File: config.mk
export PLATFORM = sky130hd
export DESIGN_NAME = approx_wallace_mac
export DESIGN_NICKNAME = d
export VERILOG_FILES = /design/src/rtl/approx_wallace_mac.sv
export SDC_FILE = /design/constraint.sdc
export NUM_CORES = 1
export LEC_CHECK = 0
export CAP_MARGIN = 10
export CORE_MARGIN = 2
export CORE_UTILIZATION = 64
export DETAILED_ROUTE_END_ITERATION = 7
export DONT_BUFFER_PORTS = 1
export GPL_TIMING_DRIVEN = 0
export PLACE_DENSITY = 0.8
export SYNTH_ARGS = -nofsm -noshare
export SYNTH_HDL_FRONTEND = slang
export SYNTH_SLANG_ARGS = --single-unit
File: constraint.sdc
create_clock -name clk -period 12.2 [get_ports clk]
set_clock_uncertainty 0.2 [all_clocks]
set_input_delay 3.05 -clock clk [delete_from_list [all_inputs] [get_ports clk]]
set_output_delay 3.05 -clock clk [all_outputs]
set_load 0.005 [all_outputs]
File: src/rtl/approx_wallace_mac.sv
// approx_wallace_mac: three-stage unsigned multiply-accumulate built on a
// ripple-layer partial-product array. Low product columns can switch to
// approximate full-adder cells on a per-transaction basis.
// S1 holds operands, S2 holds the array product, S3 holds the accumulator and
// the presented result. The whole pipeline holds while the consumer stalls,
// but empty stages still fill so bubbles collapse.
module approx_wallace_mac #(
    parameter int WIDTH       = 8,
    parameter int ACC_WIDTH   = 24,
    parameter int APPROX_COLS = 8
) (
    input  logic                   clk,
    input  logic                   rst,
    input  logic                   in_valid,
    output logic                   in_ready,
    input  logic [WIDTH-1:0]       a_in,
    input  logic [WIDTH-1:0]       b_in,
    input  logic                   approx_en,
    input  logic                   acc_clr,
    output logic                   out_valid,
    input  logic                   out_ready,
    output logic [2*WIDTH-1:0]     prod_o,
    output logic [ACC_WIDTH-1:0]   acc_o,
    output logic                   ovf_o
);

    localparam int PW = 2 * WIDTH;

    // Stage 1: captured operands and mode bits
    logic                 r_s1_valid;
    logic [WIDTH-1:0]     r_s1_a;
    logic [WIDTH-1:0]     r_s1_b;
    logic                 r_s1_approx;
    logic                 r_s1_clr;

    // Stage 2: array result
    logic                 r_s2_valid;
    logic [PW-1:0]        r_s2_prod;
    logic                 r_s2_clr;

    // Stage 3: presented result and accumulator
    logic                 r_s3_valid;
    logic [PW-1:0]        r_prod;
    logic [ACC_WIDTH-1:0] r_acc;
    logic                 r_ovf;

    logic                 w_stall;
    logic                 w_en1;
    logic                 w_en2;
    logic                 w_en3;
    logic [PW-1:0]        w_array_prod;
    logic [ACC_WIDTH:0]   w_acc_sum;

    // A stage loads when the stage after it is moving or when it is itself empty.
    assign w_stall   = r_s3_valid & ~out_ready;
    assign w_en3     = ~w_stall;
    assign w_en2     = w_en3 | ~r_s2_valid;
    assign w_en1     = w_en2 | ~r_s1_valid;
    assign in_ready  = ~w_stall;

    assign out_valid = r_s3_valid;
    assign prod_o    = r_prod;
    assign acc_o     = r_acc;
    assign ovf_o     = r_ovf;

    // Capture a new transaction (or a bubble) into stage 1
    always_ff @(posedge clk or posedge rst) begin
        if (rst) begin
            r_s1_valid  <= 1'b0;
            r_s1_a      <= '0;
            r_s1_b      <= '0;
            r_s1_approx <= 1'b0;
            r_s1_clr    <= 1'b0;
        end else if (w_en1) begin
            r_s1_valid  <= in_valid & in_ready;
            r_s1_a      <= a_in;
            r_s1_b      <= b_in;
            r_s1_approx <= approx_en;
            r_s1_clr    <= acc_clr;
        end
    end

    // Ripple-layer array: each layer adds one shifted partial-product row to
    // the running sum through a chain of full-adder cells. Cells in the low
    // APPROX_COLS columns drop the sum bit for the all-ones input when the
    // transaction requests approximate mode.
    always_comb begin : array_eval
        logic [PW-1:0] v_sum;
        logic          v_cy;
        logic          v_a;
        logic          v_b;
        logic          v_maj;
        logic          v_s;
        v_sum = {{WIDTH{1'b0}}, r_s1_a & {WIDTH{r_s1_b[0]}}};
        v_cy  = 1'b0;
        v_a   = 1'b0;
        v_b   = 1'b0;
        v_maj = 1'b0;
        v_s   = 1'b0;
        for (int k = 1; k < WIDTH; k++) begin
            v_cy = 1'b0;
            for (int j = 0; j < WIDTH; j++) begin
                v_a   = v_sum[k + j];
                v_b   = r_s1_a[j] & r_s1_b[k];
                v_maj = (v_a & v_b) | (v_a & v_cy) | (v_b & v_cy);
                if (r_s1_approx && ((k + j) < APPROX_COLS)) begin
                    v_s = (v_a | v_b | v_cy) & ~v_maj;
                end else begin
                    v_s = v_a ^ v_b ^ v_cy;
                end
                v_sum[k + j] = v_s;
                v_cy         = v_maj;
            end
            v_sum[k + WIDTH] = v_cy;
        end
        w_array_prod = v_sum;
    end

    // Register the array product with its accumulate-mode bit
    always_ff @(posedge clk or posedge rst) begin
        if (rst) begin
            r_s2_valid <= 1'b0;
            r_s2_prod  <= '0;
            r_s2_clr   <= 1'b0;
        end else if (w_en2) begin
            r_s2_valid <= r_s1_valid;
            r_s2_prod  <= w_array_prod;
            r_s2_clr   <= r_s1_clr;
        end
    end

    // Extra top bit of the sum is the wrap indication for the sticky flag
    assign w_acc_sum = {1'b0, r_acc} + (ACC_WIDTH + 1)'(r_s2_prod);

    // Present the result and fold it into the accumulator on a valid advance
    always_ff @(posedge clk or posedge rst) begin
        if (rst) begin
            r_s3_valid <= 1'b0;
            r_prod     <= '0;
            r_acc      <= '0;
            r_ovf      <= 1'b0;
        end else if (w_en3) begin
            r_s3_valid <= r_s2_valid;
            if (r_s2_valid) begin
                r_prod <= r_s2_prod;
                if (r_s2_clr) begin
                    r_acc <= ACC_WIDTH'(r_s2_prod);
                    r_ovf <= 1'b0;
                end else begin
                    r_acc <= w_acc_sum[ACC_WIDTH-1:0];
                    r_ovf <= r_ovf | w_acc_sum[ACC_WIDTH];
                end
            end
        end
    end

endmodule

==> metrics.txt, run 1 <==
clock power share 10.6%; WHS 264 ps; # diodes 0; vias in the first global route slightly below 5000; post-synth top area cell dfrtp_1; Die ar. ~10000 um^2; ratio of cells with drive above 1 in the final layout 7.96%; clock transition at the registers of the reported paths 100 ps; clock sink count 79; DRC 0; RSZ-0062 raised after global routing no; Slew Limit Headroom between 50% and 60%; Seq/Total Area, Yosys about a third; asr flop ratio synth 100%; via count normalized by instance count between 5 and 6; fin nets 789; max-slew violations 0; VDD IR-drop max 187 uV; Int Power around 950 uW; cell seen most often among critical-path stages fa_1; Synthesized Nets 780; power per cell area 278 nW/um^2; via count approximately 4600; Critical Path RT between 10000 and 15000 ps; Die H ~100 um; worst slew pin tran 717 ps; final core occ 70.4%; Worst Hold Depth 1; post-layout instance area roughly 6500 um^2; initial antenna violation count 0; post-synth top area share around 32%; Fillers 696; maximum clock frequency approximately 86 MHz; CP endpoint kind register; register area roughly 2000 um^2; core area just over 9000 um^2; WL/cell around 16 um; Layout area overhead 5.95%; Synth Instances around 660; post-layout min period roughly 12000 ps; Starting Density about two thirds; synth top area cells dfrtp_1 (32%), fa_1 (16%), ha_1 (9.1%), nand2_1 (7.9%), inv_1 (4.7%); kind of critical path register to register; fin crit share 95.3%; All-Layer GR Usage 27.5%; # rows 35; Die Span X 102 um; first-pass GRT wire length ~22000 um; Gate power share between 60 and 70%; cts hold-fix bufs 0; Sw Ratio a little under half; setup tns final 0 ps; synth unique cells 50; Psw between 800 and 900 uW; largest net degree at the start of global routing between 60 and 70; CTS root buf clkbuf_8; DR iter-0 viols a little over 200; Max Buffers Root-to-Sink 2; final hold vios 0; post-synthesis cell area between 6000 and 7000 um^2; Pre-antenna DRT Iters 5; DRT Wirelength ~13000 um; endpoints failing setup 0; area of the multi-input gates about 3800 um^2; Leak about 3.2 nW; Max-cap violations 0; io pins 65; syn_area_per_cell between 9 and 10 um^2; Post-synth EDFFs 0; Critical Path Max Stage Delay about 530 ps; HP Class register to register; Clock Latency Late Sink ~360 ps; synthesis warning total 0; Yosys reg bits 79; H-tree depth 3; CTS tree done; cell depth of the worst flop-to-flop path 36; total grt overflow 0; PortBufs 0; part of the power in registers between 20% and 30%; Detailed Place HPWL approximately 10000 um; CP max stage cell dfrtp_1; Final GP Congestion about 0.93; Startpoint Class register; crit path DAT roughly 12000 ps; placed cell area between 6000 and 7000 um^2; Routed Antenna Nets 0; top_reg_cell synth dfrtp_1; CTS buffer count 9; status complete, no violations; crit-path max FO 9
## registers in the layout (all words and copies together) (netlist names)
register     count
r_s2_valid       1
r_s2_prod       16
r_s1_approx      1
out_valid        1
r_s1_clr         1
r_s2_clr         1
prod_o          16
ovf_o            1
r_s1_b           8
r_s1_valid       1
acc_o           24
r_s1_a           8
## path summary, 6_finish.rpt
kind,start,end,slack (ps)
setup / recovery,r_s1_a[0],r_s2_prod[14],570
max in group asynchronous,rst,prod_o[5],8940
hold reg to reg,r_s1_valid,r_s2_valid,260
min in group asynchronous,rst,out_valid,2290
hold / removal,r_s1_valid,r_s2_valid,260
setup reg to reg,r_s1_a[0],r_s2_prod[14],570
## repair_timing
action | CTS | global route
setup endpoints to repair | 0 | 2
gates resized for setup | 0 | 2
setup buffers | 0 | 0
## Yosys cell counts, drive strengths merged, types with 2 or more instances
cell type / n
buf: 3
a211oi: 2
o21a: 4
clkbuf: 23
a2111oi: 2
a21o: 6
inv: 77
fa: 49
nand3: 4
nand2: 129
a22o: 2
nor2: 27
dfrtp: 79
nor3: 6
xnor2: 7
and2: 30
a31o: 3
nand2b: 9
or4: 2
o211ai: 6
o21ai: 26
a31oi: 3
mux2i: 16
nor4: 2
o311ai: 3
mux2: 23
o211a: 2
ha: 45
o22ai: 2
xor2: 5
and3: 4
a21oi: 53
## area by class of cell
cell class,count,share of cell area (%)
Buffer,23,1.55
Sequential cell,79,30.3
Clock inverter,7,0.919
Timing Repair Buffer,1,0.421
Clock buffer,9,1.90
Tap cell,129,2.47
Inverter,78,4.52
Multi-Input combinational cell,481,57.9
## per-layer routing
metal / routed length, um / track usage, % / up-vias
li1: - / - / 2184
met1: 5290 / 31.9 / 2255
met5: 0 / 0 / -
met4: 289 / 11.3 / 0
met2: 7050 / 50.5 / 119
met3: 530 / 4.38 / 23
## critical path, delay by kind of cell, from the launching register on
kind            cells  cell delay (ps)
fa+ha+maj          20             8580
mux                 4              860
buf+inv             8              740
flops               1              530
compound gates      3              370
simple gates        1              190
## cell families after synthesis
| family | Yosys count | synth area share (%) |
|---|---|---|
| fa+ha+maj | 94 | 25.0 |
| xor+xnor | 12 | 1.70 |
| compound gates | 119 | 12.2 |
| mux | 39 | 6.80 |
| flops | 79 | 32.1 |
| simple gates | 217 | 15.7 |
| buf+inv | 104 | 6.57 |
## cell usage in the layout (no fill, tap or decap), drive strengths merged, types with 16 or more instances in the layout
cell type and count:
nand2 129, mux2i 16, a21oi 53, ha 45, clkbuf 29, mux2 23
nor2 27, inv 81, o21ai 26, dfrtp 79, fa 49, and2 30
## stage by stage
step	setup WS, ps	power [mW]	cells
2_1_floorplan	1420	1.35	664
3_3_place_gp	915	1.54	793
3_5_place_dp	512	1.62	794
4_1_cts	424	1.82	810
5_1_grt	2.29	2.02	807
6_report	572	1.82	807
## power by group through the flow
stage | Sequential (mW) | Clock [mW] | Combinational (mW)
global route | 0.489 | 0.207 | 1.33
CTS | 0.472 | 0.195 | 1.15
floorplan | 0.437 | 0 | 0.918
detailed placement | 0.478 | 0 | 1.14
finish | 0.475 | 0.192 | 1.15
global placement | 0.473 | 0 | 1.07
Power figures use the tool's default switching activity.
==> inputs of run 2 (changes only) <==
--- a/config.mk
+++ b/config.mk
@@ -5,6 +5,7 @@
 export SDC_FILE = /design/constraint.sdc
 export NUM_CORES = 1
 export LEC_CHECK = 0
+export ABC_AREA = 1
 export CAP_MARGIN = 10
 export CORE_MARGIN = 2
 export CORE_UTILIZATION = 64
==> metrics.txt, run 2 <==
via count 5511 (was 4581); DRC 0 (unchanged); Post-synth EDFFs 0 (unchanged); Worst setup endpoint r_s2_prod[14] (unchanged); io pins 65 (unchanged); ratio of cells with drive above 1 in the final layout 6.84% (was 7.96%); largest net degree at the start of global routing 69 (was 63); leading cell type in the layout, fill and taps excluded nand2_1 (unchanged); Startpoint Class register (unchanged); All-Layer GR Usage 27.8% (was 27.5%); synth top area cells dfrtp_1 (29%), fa_1 (15%), nand2_1 (14%), inv_1 (11%), ha_1 (8.4%) (was dfrtp_1 (32%), fa_1 (16%), ha_1 (9.1%), nand2_1 (7.9%), inv_1 (4.7%)); Max Buffers Root-to-Sink 2 (unchanged); PortBufs 0 (unchanged); Critical Path Max Stage Delay 490 ps (was 530 ps); max-slew violations 0 (unchanged); Synth Instances 902 (was 664); CP max stage cell fa_1 (was dfrtp_1); crit-path max FO 8 (was 9); Layout area overhead 7.04% (was 5.95%); R2R Setup Slk 590 ps (was 570 ps); VDD IR-drop max 137 uV (was 187 uV); CTS root buf clkbuf_8 (unchanged); most frequent cell after synthesis nand2_1 (unchanged); Die ar. 11400 um^2 (was 10400 um^2); clock transition at the registers of the reported paths 90 ps (was 100 ps); Die Span X 107 um (was 102 um); H-tree depth 3 (unchanged); WHS 315 ps (was 264 ps); DR iter-0 viols 242 (was 207); # diodes 0 (unchanged); cts hold-fix bufs 0 (unchanged); WP buf/inv 14 (was 8); DRT Wirelength 14600 um (was 13200 um); synthesis warning total 0 (unchanged); cell seen most often among critical-path stages fa_1 (unchanged); Placed Cells 1039 (was 794); Synthesized Nets 1018 (was 780); CTS buffer count 9 (unchanged); core area 10300 um^2 (was 9280 um^2); Pre-antenna DRT Iters 5 (unchanged); power per cell area 237 nW/um^2 (was 278 nW/um^2); Leak 4.17 nW (was 3.24 nW); initial antenna violation count 0 (unchanged); Final GP Congestion 0.903 (was 0.928); critical path's top delay family adder cells (unchanged); fin crit share 95.2% (was 95.3%); worst r2r src r_s1_a[1] (was r_s1_a[0]); largest family of logic cells by synthesized area adder cells (unchanged); top_reg_cell synth dfrtp_1 (unchanged); syn_area_per_cell 7.46 um^2 (was 9.29 um^2); total grt overflow 0 (unchanged); post-layout min period 11610 ps (was 11630 ps); worst slew pin tran 635 ps (was 717 ps); xor/xnor share of the synthesized area 0.390% (was 1.70%); Synth Area in Adders 22.9% (was 25.0%); endpoints failing setup 0 (unchanged); Detailed Place HPWL 11600 um (was 10400 um); # rows 37 (was 35); Worst path depth 46 (was 36); Critical Path RT 12250 ps (was 12220 ps); final hold vios 0 (unchanged); via count normalized by instance count 5.21 (was 5.68); FF-to-FF End r_s2_prod[14] (unchanged); Slew Limit Headroom 57.6% (was 52.2%); Max-cap violations 0 (unchanged); worst setup path startpoint r_s1_a[1] (was r_s1_a[0]); Die H 107 um (was 102 um); Compound-Gate Fraction of Synth Area 8.44% (was 12.2%); Post-Layout Cell Count 1057 (was 807); worst hold start r_s2_valid (was r_s1_valid); CTS tree done (unchanged); HP Class register to register (unchanged); maximum clock frequency 86.1 MHz (was 86.0 MHz); Simple-Gate Fraction of Synth Area 22.2% (was 15.7%); post-synth top area share 29.4% (was 32.1%); Routed Antenna Nets 0 (unchanged); cell depth of the worst flop-to-flop path 46 (was 36); post-synthesis cell area 6730 um^2 (was 6170 um^2); post-synthesis mux area share 3.68% (was 6.80%); Seq/Total Area, Yosys 29.4% (was 32.1%); Clock Latency Late Sink 370 ps (was 360 ps); commonest non-fill, non-tap cells in the layout nand2_1 (260), inv_1 (190), dfrtp_1 (75) (was nand2_1 (129), dfrtp_1 (77), inv_1 (76)); vias in the first global route 5279 (was 4802); synth unique cells 30 (was 50); max FFs per register 24 (unchanged); crit path DAT 11660 ps (was 11650 ps); status complete, no violations (unchanged); fin nets 1032 (was 789); post-synth top area cell dfrtp_1 (unchanged); WL/cell 13.8 um (was 16.3 um); asr flop ratio synth 100% (unchanged); Starting Density 65.5% (was 66.4%); CP endpoint kind register (unchanged); first-pass GRT wire length 24600 um (was 22200 um); kind of critical path register to register (unchanged); Yosys reg bits 79 (unchanged); most common library cells after synthesis nand2_1 (260), inv_1 (191), dfrtp_1 (79) (was nand2_1 (129), dfrtp_1 (79), inv_1 (77)); clock sink count 79 (unchanged)
-- run 2: cell count changes in the layout (fill, tap and decap cells not counted), moves of 12 or more --
cell     previous run  this run
nand3_1             4        39
o21ai_0            25        44
nand2_1           129       260
mux2_2             23        10
inv_1              76       190
nor2_1             27        58
a31oi_1             3        15
and2_1             30         2
mux2i_1            16         0
-- run 2: per-layer routing --
layer  wire, um  up-vias  global-route usage [%]  part of all wire (%)
met5          0        -                       0                     0
met4        380        0                    11.0                   2.6
met3        746       23                    4.41                   5.1
met2       7370      124                    48.2                    50
met1       6130     2604                    34.6                    42
li1           -     2760                       -                     -
-- run 2: cell families after synthesis --
group / Yosys count
AO/OA/AOI/OAI: 107
XOR/XNOR: 3
adder cells (fa/ha/maj): 94
buffers and inverters: 230
flip-flops: 79
multiplexers: 19
AND/OR/NAND/NOR: 370
-- run 2: where the power goes --
group / leakage [nW] / internal (mW) / switching, mW
logic: 3.10 / 0.396 / 0.637
registers: 0.962 / 0.353 / 0.0900
clock network: 0.113 / 0.122 / 0.108
-- run 2: how the worst min path moves through the flow --
stage               cells after the start         to
floorplan                               2   r_s2_clr
global placement                        2  prod_o[8]
detailed placement                      2  out_valid
CTS                                     2  out_valid
global route                            2  out_valid
finish                                  2  out_valid
-- run 2: layout make-up --
cell class,count,area (um^2)
Clock inverter,6,93.8
Inverter,195,734
Clock buffer,10,138
Timing Repair Buffer,8,77.6
Buffer,30,125
Tap cell,136,170
Fill cell,877,3070
Multi-Input combinational cell,593,3890
Sequential cell,79,1980
-- run 2: per-stage QoR --
step | setup slack [ps] | util (%) | power [mW] | instance area, um^2 | setup TNS, ps
5_1_grt | -25.6 | 70.1 | 1.91 | 7210 | -25.6
3_3_place_gp | 463 | 67.2 | 1.43 | 6900 | 0
6_report | 589 | 70.1 | 1.70 | 7210 | 0
2_1_floorplan | 1070 | - | 1.24 | 6730 | 0
4_1_cts | 287 | 69.7 | 1.70 | 7160 | 0
3_5_place_dp | 302 | 67.5 | 1.46 | 6930 | 0
-- run 2: worst min-delay path, cell delays in order, from the launching register on --
cell,delay (ps)
dfrtp_1,350
inv_2,70
nand2_1,70
-- run 2: timing repair --
item / 4_1_cts / 5_1_grt
gates resized for setup: 0 / 5
endpoints found under the setup margin: 0 / 3
buffers inserted: 0 / 7
==> inputs of run 3 (changes only) <==
==> constraint.sdc (replaced) <==
create_clock -name clk -period 12.2 [get_ports clk]
set_clock_uncertainty 0.2 [all_clocks]
set_input_delay 2.44 -clock clk [delete_from_list [all_inputs] [get_ports clk]]
set_output_delay 2.44 -clock clk [all_outputs]
set_load 0.005 [all_outputs]
==> results of run 3 <==
The final DEF is identical to that of run 2. Status: complete, no violations.
